--- src/rtl/div_unit_seq.sv ---
// div_unit_seq: multi-cycle signed divider, one quotient bit per clock.
// The non-restoring algorithm runs on unsigned magnitudes. Signs are applied
// in FIX: the quotient is negative when the operand signs differ, and the
// remainder takes the dividend's sign. Results are written into Clow/Chigh
// only when DONE is entered, so the previous result stays visible while a new
// operation is in flight. A zero divisor spends one cycle in PREP and then
// goes to DONE with the error flag set.

module div_unit_seq #(
   parameter int WIDTH = 32
) (
   input  logic             clock,
   input  logic             clear,
   input  logic             start,
   input  logic [WIDTH-1:0] dividend,
   input  logic [WIDTH-1:0] divisor,
   output logic             busy,
   output logic             done,
   output logic             div_by_zero,
   output logic [WIDTH-1:0] Clow,
   output logic [WIDTH-1:0] Chigh
);

   localparam int CW = $clog2(WIDTH);
   localparam logic [CW-1:0] CNT_LAST = CW'(WIDTH - 1);
   localparam logic [CW-1:0] CNT_ONE  = CW'(1);

   typedef enum logic [2:0] {
      IDLE,
      PREP,
      ITER,
      FIX,
      DONE
   } state_t;

   state_t state;
   state_t next_state;

   // Operands as seen at the accepting edge; the inputs may change afterwards.
   logic [WIDTH-1:0] d_latch;
   logic [WIDTH-1:0] m_latch;
   logic             d_neg;
   logic             m_neg;
   logic             m_zero;

   // Non-restoring working registers: partial remainder A, quotient Q and divisor M.
   logic [WIDTH:0]   a_reg;
   logic [WIDTH-1:0] q_reg;
   logic [WIDTH-1:0] m_reg;
   logic [CW-1:0]    count;

   // Combinational datapath values.
   logic [WIDTH-1:0] d_mag;
   logic [WIDTH-1:0] m_mag;
   logic [WIDTH:0]   a_shift;
   logic [WIDTH:0]   a_step;
   logic [WIDTH:0]   a_fix;
   logic [WIDTH-1:0] rem_mag;
   logic [WIDTH-1:0] quot_signed;
   logic [WIDTH-1:0] rem_signed;

   // State register; clear abandons any operation in progress.
   always_ff @(posedge clock) begin
      if (clear) begin
         state <= IDLE;
      end else begin
         state <= next_state;
      end
   end

   // Next-state logic plus the busy/done status decoded from the state.
   always_comb begin
      next_state = state;
      busy       = 1'b0;
      done       = 1'b0;
      case (state)
         IDLE: begin
            if (start) begin
               next_state = PREP;
            end
         end
         PREP: begin
            busy = 1'b1;
            if (m_zero) begin
               next_state = DONE;
            end else begin
               next_state = ITER;
            end
         end
         ITER: begin
            busy = 1'b1;
            if (count == CNT_LAST) begin
               next_state = FIX;
            end
         end
         FIX: begin
            busy       = 1'b1;
            next_state = DONE;
         end
         DONE: begin
            done       = 1'b1;
            next_state = IDLE;
         end
         default: begin
            next_state = IDLE;
         end
      endcase
   end

   // Per-cycle arithmetic: operand magnitudes, one non-restoring step, and the final sign fix-up.
   always_comb begin
      d_mag       = d_neg ? (-d_latch) : d_latch;
      m_mag       = m_neg ? (-m_latch) : m_latch;
      a_shift     = {a_reg[WIDTH-1:0], q_reg[WIDTH-1]};
      a_step      = a_reg[WIDTH] ? (a_shift + {1'b0, m_reg})
                                 : (a_shift - {1'b0, m_reg});
      a_fix       = a_reg[WIDTH] ? (a_reg + {1'b0, m_reg}) : a_reg;
      rem_mag     = a_fix[WIDTH-1:0];
      quot_signed = (d_neg ^ m_neg) ? (-q_reg) : q_reg;
      rem_signed  = d_neg ? (-rem_mag) : rem_mag;
   end

   // Operand capture, iteration registers and the result outputs.
   always_ff @(posedge clock) begin
      if (clear) begin
         d_latch     <= '0;
         m_latch     <= '0;
         d_neg       <= 1'b0;
         m_neg       <= 1'b0;
         m_zero      <= 1'b0;
         a_reg       <= '0;
         q_reg       <= '0;
         m_reg       <= '0;
         count       <= '0;
         div_by_zero <= 1'b0;
         Clow        <= '0;
         Chigh       <= '0;
      end else begin
         case (state)
            IDLE: begin
               if (start) begin
                  d_latch     <= dividend;
                  m_latch     <= divisor;
                  d_neg       <= dividend[WIDTH-1];
                  m_neg       <= divisor[WIDTH-1];
                  m_zero      <= (divisor == '0);
                  div_by_zero <= 1'b0;
               end
            end
            PREP: begin
               if (m_zero) begin
                  div_by_zero <= 1'b1;
                  Clow        <= '1;
                  Chigh       <= d_latch;
               end else begin
                  q_reg <= d_mag;
                  m_reg <= m_mag;
                  a_reg <= '0;
                  count <= '0;
               end
            end
            ITER: begin
               a_reg <= a_step;
               q_reg <= {q_reg[WIDTH-2:0], ~a_step[WIDTH]};
               count <= count + CNT_ONE;
            end
            FIX: begin
               a_reg <= a_fix;
               Clow  <= quot_signed;
               Chigh <= rem_signed;
            end
            default: begin
            end
         endcase
      end
   end

endmodule
--- config.mk ---
export PLATFORM = sky130hd
export DESIGN_NAME = div_unit_seq
export DESIGN_NICKNAME = d
export VERILOG_FILES = /design/src/rtl/div_unit_seq.sv
export SDC_FILE = /design/constraint.sdc
export NUM_CORES = 1
export LEC_CHECK = 0
export CAP_MARGIN = 10
export CORE_MARGIN = 10
export CORE_UTILIZATION = 35
export CTS_CLUSTER_SIZE = 8
export DETAILED_ROUTE_END_ITERATION = 8
export GPL_TIMING_DRIVEN = 0
export SYNTH_ARGS = -nofsm -noshare
export SYNTH_HDL_FRONTEND = slang
export SYNTH_SLANG_ARGS = --single-unit
export TNS_END_PERCENT = 30
--- constraint.sdc ---
create_clock -name clock -period 5.5 [get_ports clock]
set_input_delay 0.55 -clock clock [delete_from_list [all_inputs] [get_ports clock]]
set_output_delay 0.55 -clock clock [all_outputs]
set_load 0.005 [all_outputs]
**Yosys cells after proc, flatten, opt, wreduce, memory -nomap -nowiden**

Index checks and enable logic that the tools add are counted.

- Latch bits: 0
- Input bits: 67
- Word-level logic and storage cells: 72
- Bits in read-only memories: 0
- Output and inout port bits: 67
- Flip-flop bits (word level): 237
- RAM bits: 0
- Memories kept: 0

- Bitwise operators: 3
- Order comparisons: 0
- Reductions and logical operators: 14
- Muxes and demuxes: 25
- $add $sub $neg: 8
- Div/mod/pow operators: 0
- Shift operators: 0
- Multiply operators: 0
- Eq/ne operators: 9

Operators by type and width:

| cell | count |
|---|---|
| 32-bit two-way mux | 7 |
| 32-bit case mux with 2 select lines | 3 |
| 32-bit negation | 4 |
| 33-bit two-way mux | 3 |
| 33-bit case mux with 3 select lines | 1 |
| 33-bit by 32-bit adder with 33-bit output | 2 |
| 33-bit by 32-bit subtractor with 33-bit output | 1 |
| 32-bit zero test | 1 |
| 3-bit case mux with 4 select lines | 1 |
| 2-bit AND reduction | 6 |
| 5-bit case mux with 2 select lines | 1 |
| 3-bit two-way mux | 3 |
| 2-bit != test, second input constant | 4 |
| 3-bit by 2-bit equality test with 1-bit output, second input constant | 2 |
| 2-bit nonzero test | 3 |
| 5-bit by 1-bit adder with 5-bit output, second input constant | 1 |
| 5-bit equality test, second input constant | 1 |
| 5-bit two-way mux | 1 |
| 1-bit two-way mux | 4 |
| 3-bit by 1-bit equality test with 1-bit output, second input constant | 1 |
| 3-bit equality test, second input constant | 1 |
| 3-bit zero test | 1 |
| 3-bit AND reduction | 1 |
| 3-bit nonzero test | 1 |
| other kinds (4) | 5 |

**Logic depth before layout (Yosys ltp)**

Gate-level depths: netlist (run 1).

- Depth in word-level cells: 5
- Depth in mapped cells: 21
- Mapped depth without buffers: 19

**Least setup slack after synthesis (run 1)**

Ideal clock, no wire load.

- Path kind: register to register
- From: reg a_reg[32]
- To: reg q_reg[0]
- Library setup time: 116 ps
- Path slack: 227 ps
- Path buffers: 8
- Stages on the path, launching flop included: 22
- Required time: 5384 ps
- Arrival time: 5157 ps
- Clock period less this slack: 5273 ps
- Cell sequence: dfxtp_1 -> buf_2 -> clkbuf_1 -> clkbuf_1 -> clkbuf_1 -> buf_1 -> clkbuf_1 -> clkbuf_1 -> buf_1 -> nor2_1 -> xor2_1 -> ha_1 -> nor2b_1 -> o21a_1 -> o21a_1 -> o31ai_1 -> a2111oi_0 -> o31ai_1 -> a31oi_1 -> a221o_1 -> mux2i_1 -> and3b_1

- Word-level cells in the longest chain between the ends: 3

RTL lines:

| item | line | source |
|---|---|---|
| from (decl) | 47 | `logic [WIDTH:0] a_reg;` |
| from (signal assigned) | 163 | `a_reg <= a_step;` |
| from (signal assigned) | 168 | `a_reg <= a_fix;` |
| 33-bit two-way mux | 115 | `a_step = a_reg[WIDTH] ? (a_shift + {1'b0, m_reg})` |
| 1-bit NOT | 164 | `q_reg <= {q_reg[WIDTH-2:0], ~a_step[WIDTH]};` |
| 32-bit case mux with 2 select lines | 139 | `case (state)` |
| to (signal assigned) | 156 | `q_reg <= d_mag;` |
| to (signal assigned) | 164 |  |
| to (decl) | 48 | `logic [WIDTH-1:0] q_reg;` |

Every way passes these cells.
A chain may end at the register's enable or synchronous reset.

**Final worst setup path (run 1)**

Ends and elaborated chain as after synthesis.

==> summary.md, run 1 <==
| Metric | Value |
|---|---|
| Register area share after synthesis | `0.290` |
| CTS Buf Count | `36` |
| Post-Synth Simple-Gate Area | `0.241` |
| First DRT Iteration DRCs | `around 1,900` |
| Critical path arrival | `5760 ps` |
| Hold Path Class | `register to register` |
| Htree depth | `2` |
| Via/cell ratio | `5.94` |
| Largest net degree at the start of global routing | `20` |
| Endpoints failing setup | `0` |
| Detailed Place HPWL | `53,300 µm` |
| Setup Buffers After CTS | `0` |
| Vias in the first global route | `between 15,000 and 20,000` |
| Resized cells post-CTS | `27` |
| Final worst path period need | `5250 ps` |
| Xor and xnor area share after synthesis | `0.0854` |
| Antenna fix cells | `0` |
| Clk buf depth | `3` |
| Slew Viols, Final | `0` |
| IO Port Bufs | `133` |
| Detailed Routing Iterations Pass 1 | `5` |
| Core area | `approximately 0.046 mm²` |
| CP startpoint kind | `register` |
| Initial antenna violation count | `0` |
| EDFF count, synth | `0` |
| Num ports | `134` |
| Die span in y | `235 µm` |
| Post-synth ARST share | `0` |
| Area grow syn2layout | `19.6%` |
| Final #Nets | `between 2,000 and 2,500` |
| Synthesis-stage register bit count | `235` |
| GRT Overall Usage | `0.234` |
| Placed cells | `2,888` |
| First-pass GRT wire length | `102,000 µm` |
| Status | `finished clean` |
| Clock root buffer | `clkbuf_16` |
| Die width | `235 µm` |
| Setup TNS | `0 ps` |
| FP Rows | `a little under 80` |
| Fin crit share | `0.955` |
| Distinct cells, synth | `84` |
| Mapped Cells | `2,152` |
| Die Area | `0.0553 mm²` |
| Post-synthesis compound-gate area fraction | `0.269` |
| Share of post-route cells with drive strength above 1 | `0.0442` |
| Max reg flops | `33` |
| Routed Wire Length | `67,700 µm` |
| Crit. End Element | `register` |
| Initial Utilization | `0.356` |
| Grt total ovfl | `0` |
| Clk slew on worst S/H paths | `60 ps` |
| Mux contribution to synthesized area | `0.0147` |
| Largest family of logic cells by synthesized area | `compound AO/OA/AOI/OAI gates` |
| Detail Route Antenna Nets | `0` |
| Critical Path Fanout Max | `28` |
| Residual DRC count | `0` |
| CTS tree | `done` |
| Primary FF master, synth | `dfxtp_1` |
| Syn Area/Cell | `7.53 µm²` |
| Worst vdd ir | `0.000186 V` |
| Max transition margin | `0.118` |
| Final Power | `6.16 mW` |
| Req. time, crit path | `between 6000 and 7000 ps` |
| Cell Pwr Density | `roughly 320 mW/mm²` |
| Hold-fix buffers, CTS | `0` |
| Placer congestion estimate | `around 0.97` |
| Synthesized area | `around 0.016 mm²` |
| Synthesized Nets | `around 2,300` |
| MaxCap Viol Count | `0` |
| Fillers | `4,701` |
| Skew-Pair Late Insertion Delay | `~570 ps` |
| WS Path Type | `register to register` |
| Fin cells | `2,929` |
| Clock Skew | `33.2 ps` |
| Hold Slack | `476 ps` |
| Synth Area in Adders | `0.0588` |
| Setup slack after layout | `250 ps` |
| RSZ-0062 raised after global routing | `false` |
| Pre-CTS WS | `-3570 ps` |
| Final Hold Fails | `0` |
| Yosys warns | `0` |
| Static leakage | `7.05 nW` |
| Routed via count | `~17,000` |
| Clock tree sinks | `235` |
| Max Clk Rate | `190 MHz` |
| DR WL/cell | `23.1 µm` |
| Worst Tran Pin Value | `roughly 1300 ps` |
==> cells by family (layout without fill, tap and decap cells) <==
| group | count (synthesis) | in the layout |
|---|---|---|
| buffers and inverters | 170 | 347 |
| xor gates and xnor gates | 158 | 158 |
| muxes | 23 | 23 |
| and+or+nand+nor | 839 | 839 |
| AOI/OAI and AO/OA | 652 | 652 |
| adders and majority gates | 75 | 75 |
| DFF | 235 | 235 |
==> layout by cell type, fill, tap and decap left out, drive strengths merged, types with 10 or more instances in the layout <==
master	n
nand2	327
dfxtp	235
nor2	216
a21oi	206
clkbuf	146
clkdlybuf4s50	133
xor2	84
o21ai	80
xnor2	74
a211oi	74
ha	73
nor3	46
nand3	42
a22oi	38
or3	37
inv	36
nor4	27
a21o	26
buf	26
o31ai	25
nand2b	24
o211ai	22
o21a	22
or4	22
nand4	20
a311oi	19
a31oi	18
mux2i	17
and3	15
o41ai	14
nand3b	14
nor2b	11
o22ai	11
a221oi	11
a211o	11
o21bai	11
nor3b	10
==> layer usage <==
metal  up-vias  GRT usage  part of all wire
met5         -          0                 0
met4         0     0.0809             0.032
met3       119     0.0451             0.084
met2       747      0.360              0.43
met1      8333      0.320              0.45
li1       8203          -                 -
==> synth_stat cells (6+ instances only) <==
cell type / count / area [µm²]
a311oi_1: 19 / 166
a21boi_0: 7 / 52.6
mux2i_1: 17 / 170
nand2b_1: 24 / 150
o22ai_1: 11 / 68.8
or4_1: 20 / 150
a211oi_1: 72 / 541
a222oi_1: 8 / 80.1
nand4_1: 20 / 125
or2_2: 7 / 43.8
and3_1: 15 / 93.8
and2_1: 7 / 43.8
nor2b_1: 11 / 68.8
a211o_1: 10 / 87.6
dfxtp_1: 235 / 4700
nand2_1: 327 / 1230
a21o_1: 26 / 195
nor2_1: 216 / 811
o2111ai_1: 6 / 52.6
or3_1: 35 / 219
inv_1: 35 / 131
ha_1: 73 / 913
mux2_2: 6 / 67.6
o41ai_1: 14 / 123
a21oi_1: 206 / 1030
o21a_1: 22 / 165
o21bai_1: 10 / 75.1
xor2_1: 84 / 736
a31oi_1: 18 / 113
o31ai_1: 25 / 188
nor3b_1: 10 / 75.1
nor3_1: 45 / 225
buf_1: 18 / 67.6
o21ai_0: 79 / 395
a22oi_1: 38 / 285
a221oi_1: 11 / 96.3
nand3b_1: 14 / 105
nand3_1: 42 / 210
o211ai_1: 22 / 165
xnor2_1: 74 / 648
nor4_1: 27 / 169
clkbuf_1: 108 / 405
==> final cells by class <==
type / instances / area (µm²) / area share
Sequential cell: 235 / 4700 / 0.243
Multi-Input combinational cell: 1747 / 10900 / 0.563
Tap cell: 600 / 751 / 0.0387
Timing Repair Buffer: 136 / 1350 / 0.0698
Inverter: 36 / 139 / 0.00716
Buffer: 129 / 532 / 0.0274
Clock inverter: 5 / 57.6 / 0.00297
Clock buffer: 41 / 940 / 0.0485
==> per-stage QoR <==
stage                      util  cell area, µm²
final                     0.425           19400
after global routing      0.425           19400
after CTS                 0.425           19400
after detailed placement  0.402           18300
after global placement    0.401           18300
after floorplan               -           16200
==> worst paths after layout <==
check / from / end / slack, ps / depth (start not counted)
max reg2reg: a_reg[32] / q_reg[0] / 250 / 18
min: m_latch[30] / m_latch[30] / 480 / 2
max: a_reg[32] / q_reg[0] / 250 / 18
min reg2reg: m_latch[30] / m_latch[30] / 480 / 2
==> report_power, final <==
group          internal (mW)  total [mW]  switching, mW
sequential              1.80        1.96          0.160
clock                   1.20        2.06          0.859
combinational          0.787        2.14           1.35
total                   3.79        6.16           2.37
==> critical path, cell delays in order (launching register included) <==
cell	delay [ps]
dfxtp_1	320
clkbuf_4	260
clkbuf_4	290
clkbuf_8	260
buf_4	390
buf_4	330
nor2_1	90
xor2_1	150
ha_1	400
and4_1	320
o21a_1	200
o31ai_4	120
a2111oi_1	540
buf_2	280
o31ai_4	90
a31oi_2	260
a221o_1	280
mux2i_4	370
and3b_1	200
Power figures use the tool's default switching activity.
==> run 2, diff against run 1 <==
- CORE_MARGIN: 10 -> 2
==> summary.md, run 2 (synthesis results as in run 1) <==
| Metric | Value |
|---|---|
| Vias in the first global route | `between 15,000 and 20,000` |
| Routed Wire Length | `63,900 µm` |
| DR WL/cell | `approximately 22 µm` |
| Sw Share | `0.376` |
| CTS tree | `done` |
| Area after DPL | `approximately 0.018 mm²` |
| Worst Hold Launch | `m_latch[30]` |
| Reg2reg end | `q_reg[0]` |
| Num ports | `~130` |
| Max reg flops | `33` |
| Via/cell ratio | `5.98` |
| Final Hold Fails | `0` |
| Max transition margin | `0.168` |
| Clk slew on worst S/H paths | `50 ps` |
| Final instance area | `0.0193 mm²` |
| Detail Route Antenna Nets | `0` |
| Die Area | `about 0.048 mm²` |
| Final #Nets | `2,463` |
| Multi-input gate area | `between 0.01 and 0.015 mm²` |
| Crit. End Element | `register` |
| First DRT Iteration DRCs | `1,776` |
| Setup Buffers After CTS | `0` |
| GRT Overall Usage | `0.261` |
| Endpoints failing setup | `0` |
| Hold Path Class | `register to register` |
| Fillers | `between 4,000 and 5,000` |
| Critical Path Fanout Max | `19` |
| RSZ-0062 raised after global routing | `false` |
| Commonest non-fill, non-tap cell in the layout | `nand2_1` |
| Req. time, crit path | `5980 ps` |
| Detailed Place HPWL | `50,500 µm` |
| Reg power frac | `0.322` |
| Critical path arrival | `5840 ps` |
| Slew Viols, Final | `0` |
| FP Rows | `78` |
| Clock root buffer | `clkbuf_16` |
| Clock Skew | `around 28 ps` |
| First-pass GRT wire length | `96,700 µm` |
| CP Launch Point | `a_reg[32]` |
| Static leakage | `~7.0 nW` |
| Status | `finished clean` |
| Final worst path period need | `5360 ps` |
| CP startpoint kind | `register` |
| Htree depth | `2` |
| Placer congestion estimate | `about 1.0` |
| WS Path Type | `register to register` |
| Die width | `approximately 220 µm` |
| Area grow syn2layout | `19.4%` |
| Hold-fix buffers, CTS | `0` |
| Detailed Routing Iterations Pass 1 | `8` |
| Fin cells | `slightly below 3,000` |
| IO Port Bufs | `around 130` |
| Grt total ovfl | `0` |
| Initial Utilization | `0.356` |
| Core area | `0.0456 mm²` |
| MaxCap Viol Count | `0` |
| Max Clk Rate | `186 MHz` |
| Most frequent cells in the layout | `nand2_1 (327), dfxtp_1 (235), nor2_1 (216), a21oi_1 (206), clkdlybuf4s50_1 (133)` |
| Clock tree sinks | `approximately 240` |
| Largest net degree at the start of global routing | `20` |
| Clk buf depth | `3` |
| NetSw | `~2.3 mW` |
| Final Power | `6.10 mW` |
| Worst vdd ir | `0.000242 V` |
| Die span in y | `~220 µm` |
| Cell Pwr Density | `315 mW/mm²` |
| Reg-to-reg setup timing slack | `140 ps` |
| Skew-Pair Late Insertion Delay | `around 550 ps` |
| Fin crit share | `0.975` |
| Residual DRC count | `0` |
| CTS Buf Count | `36` |
| FF-to-FF Start | `a_reg[32]` |
| Placed cells | `a little under 3,000` |
| Routed via count | `roughly 18,000` |
| Worst Tran Pin Value | `1230 ps` |
| P_int | `3.80 mW` |
| Combinational share of power | `0.345` |
| Reg area | `0.00470 mm²` |
| Antenna fix cells | `0` |
| Share of post-route cells with drive strength above 1 | `0.0425` |
| Worst hold endpoint | `m_latch[30]` |
| Clk pwr share | `0.333` |
| Reg2reg path depth | `19` |
| WHS Path Cells | `2` |
| Initial antenna violation count | `0` |
==> run 2: changes by cell type in the layout (fill, tap and decap cells not counted), moves of 2 or more <==
cell / delta
clkinv_2: -2
buf_2: +3
buf_4: -2
o31ai_4: -2
clkbuf_8: -2
o31ai_2: +2
==> run 2: what timing repair did <==
item | 4_1_cts | 5_1_grt
endpoints found under the setup margin | 32 | 3
gates resized for setup | 20 | 4
gates cloned | 0 | 0
==> run 2: worst max path at each step <==
stage | endpoint | cells past startpoint
floorplan | q_reg[0] | 21
global placement | q_reg[0] | 21
detailed placement | q_reg[0] | 21
CTS | q_reg[0] | 19
global route | q_reg[0] | 19
finish | q_reg[0] | 19
==> run 2: area by class of cell <==
type	instances	area share
timing repair buffer	135	0.0693
clock inverter	5	0.00446
sequential	235	0.243
inverter	36	0.00718
multi-input combinational	1747	0.562
buffer	130	0.0278
clock buffer	39	0.0471
tap	600	0.0388
==> run 2: metal layers <==
metal | global-route usage | up-vias | routed length, µm | share of wire
met3 | 0.0546 | 141 | 6500 | 0.10
met1 | 0.351 | 8291 | 27200 | 0.43
met2 | 0.410 | 858 | 27700 | 0.43
li1 | - | 8213 | - | -
met5 | 0 | - | 0 | 0
met4 | 0.101 | 0 | 2470 | 0.039
==> run 2: metrics by stage <==
step / setup TNS, ps / worst slack (ps) / hold slack, ps / utilization
after global routing: 0 / 47.1 / 507 / 0.425
final: 0 / 137 / 480 / 0.425
after detailed placement: -53920 / -2890 / 469 / 0.401
after CTS: 0 / 101 / 475 / 0.424
after global placement: -54220 / -2940 / 457 / 0.401
after floorplan: 0 / 227 / 448 / -
==> run 2: power by group through the flow <==
stage / registers [mW] / clock network, mW / logic [mW]
finish: 1.96 / 2.03 / 2.10
global route: 1.97 / 2.13 / 2.28
global placement: 1.99 / 0 / 1.99
CTS: 1.96 / 2.05 / 2.04
detailed placement: 1.99 / 0 / 2.02
floorplan: 1.92 / 0 / 1.45
==> run 2: worst max-delay path, stage by stage, from the launching register on <==
cell and delay (ps):
dfxtp_1 360, buf_4 270, clkbuf_4 310, buf_6 250
buf_4 250, clkbuf_8 270, buf_2 300, nor2_1 100
xor2_1 160, ha_1 330, nor2b_1 140, o21a_1 190
o21a_1 210, o31ai_2 380, a2111oi_2 190, o31ai_2 330
a31oi_1 230, a221o_1 420, mux2i_2 390, and3b_1 210
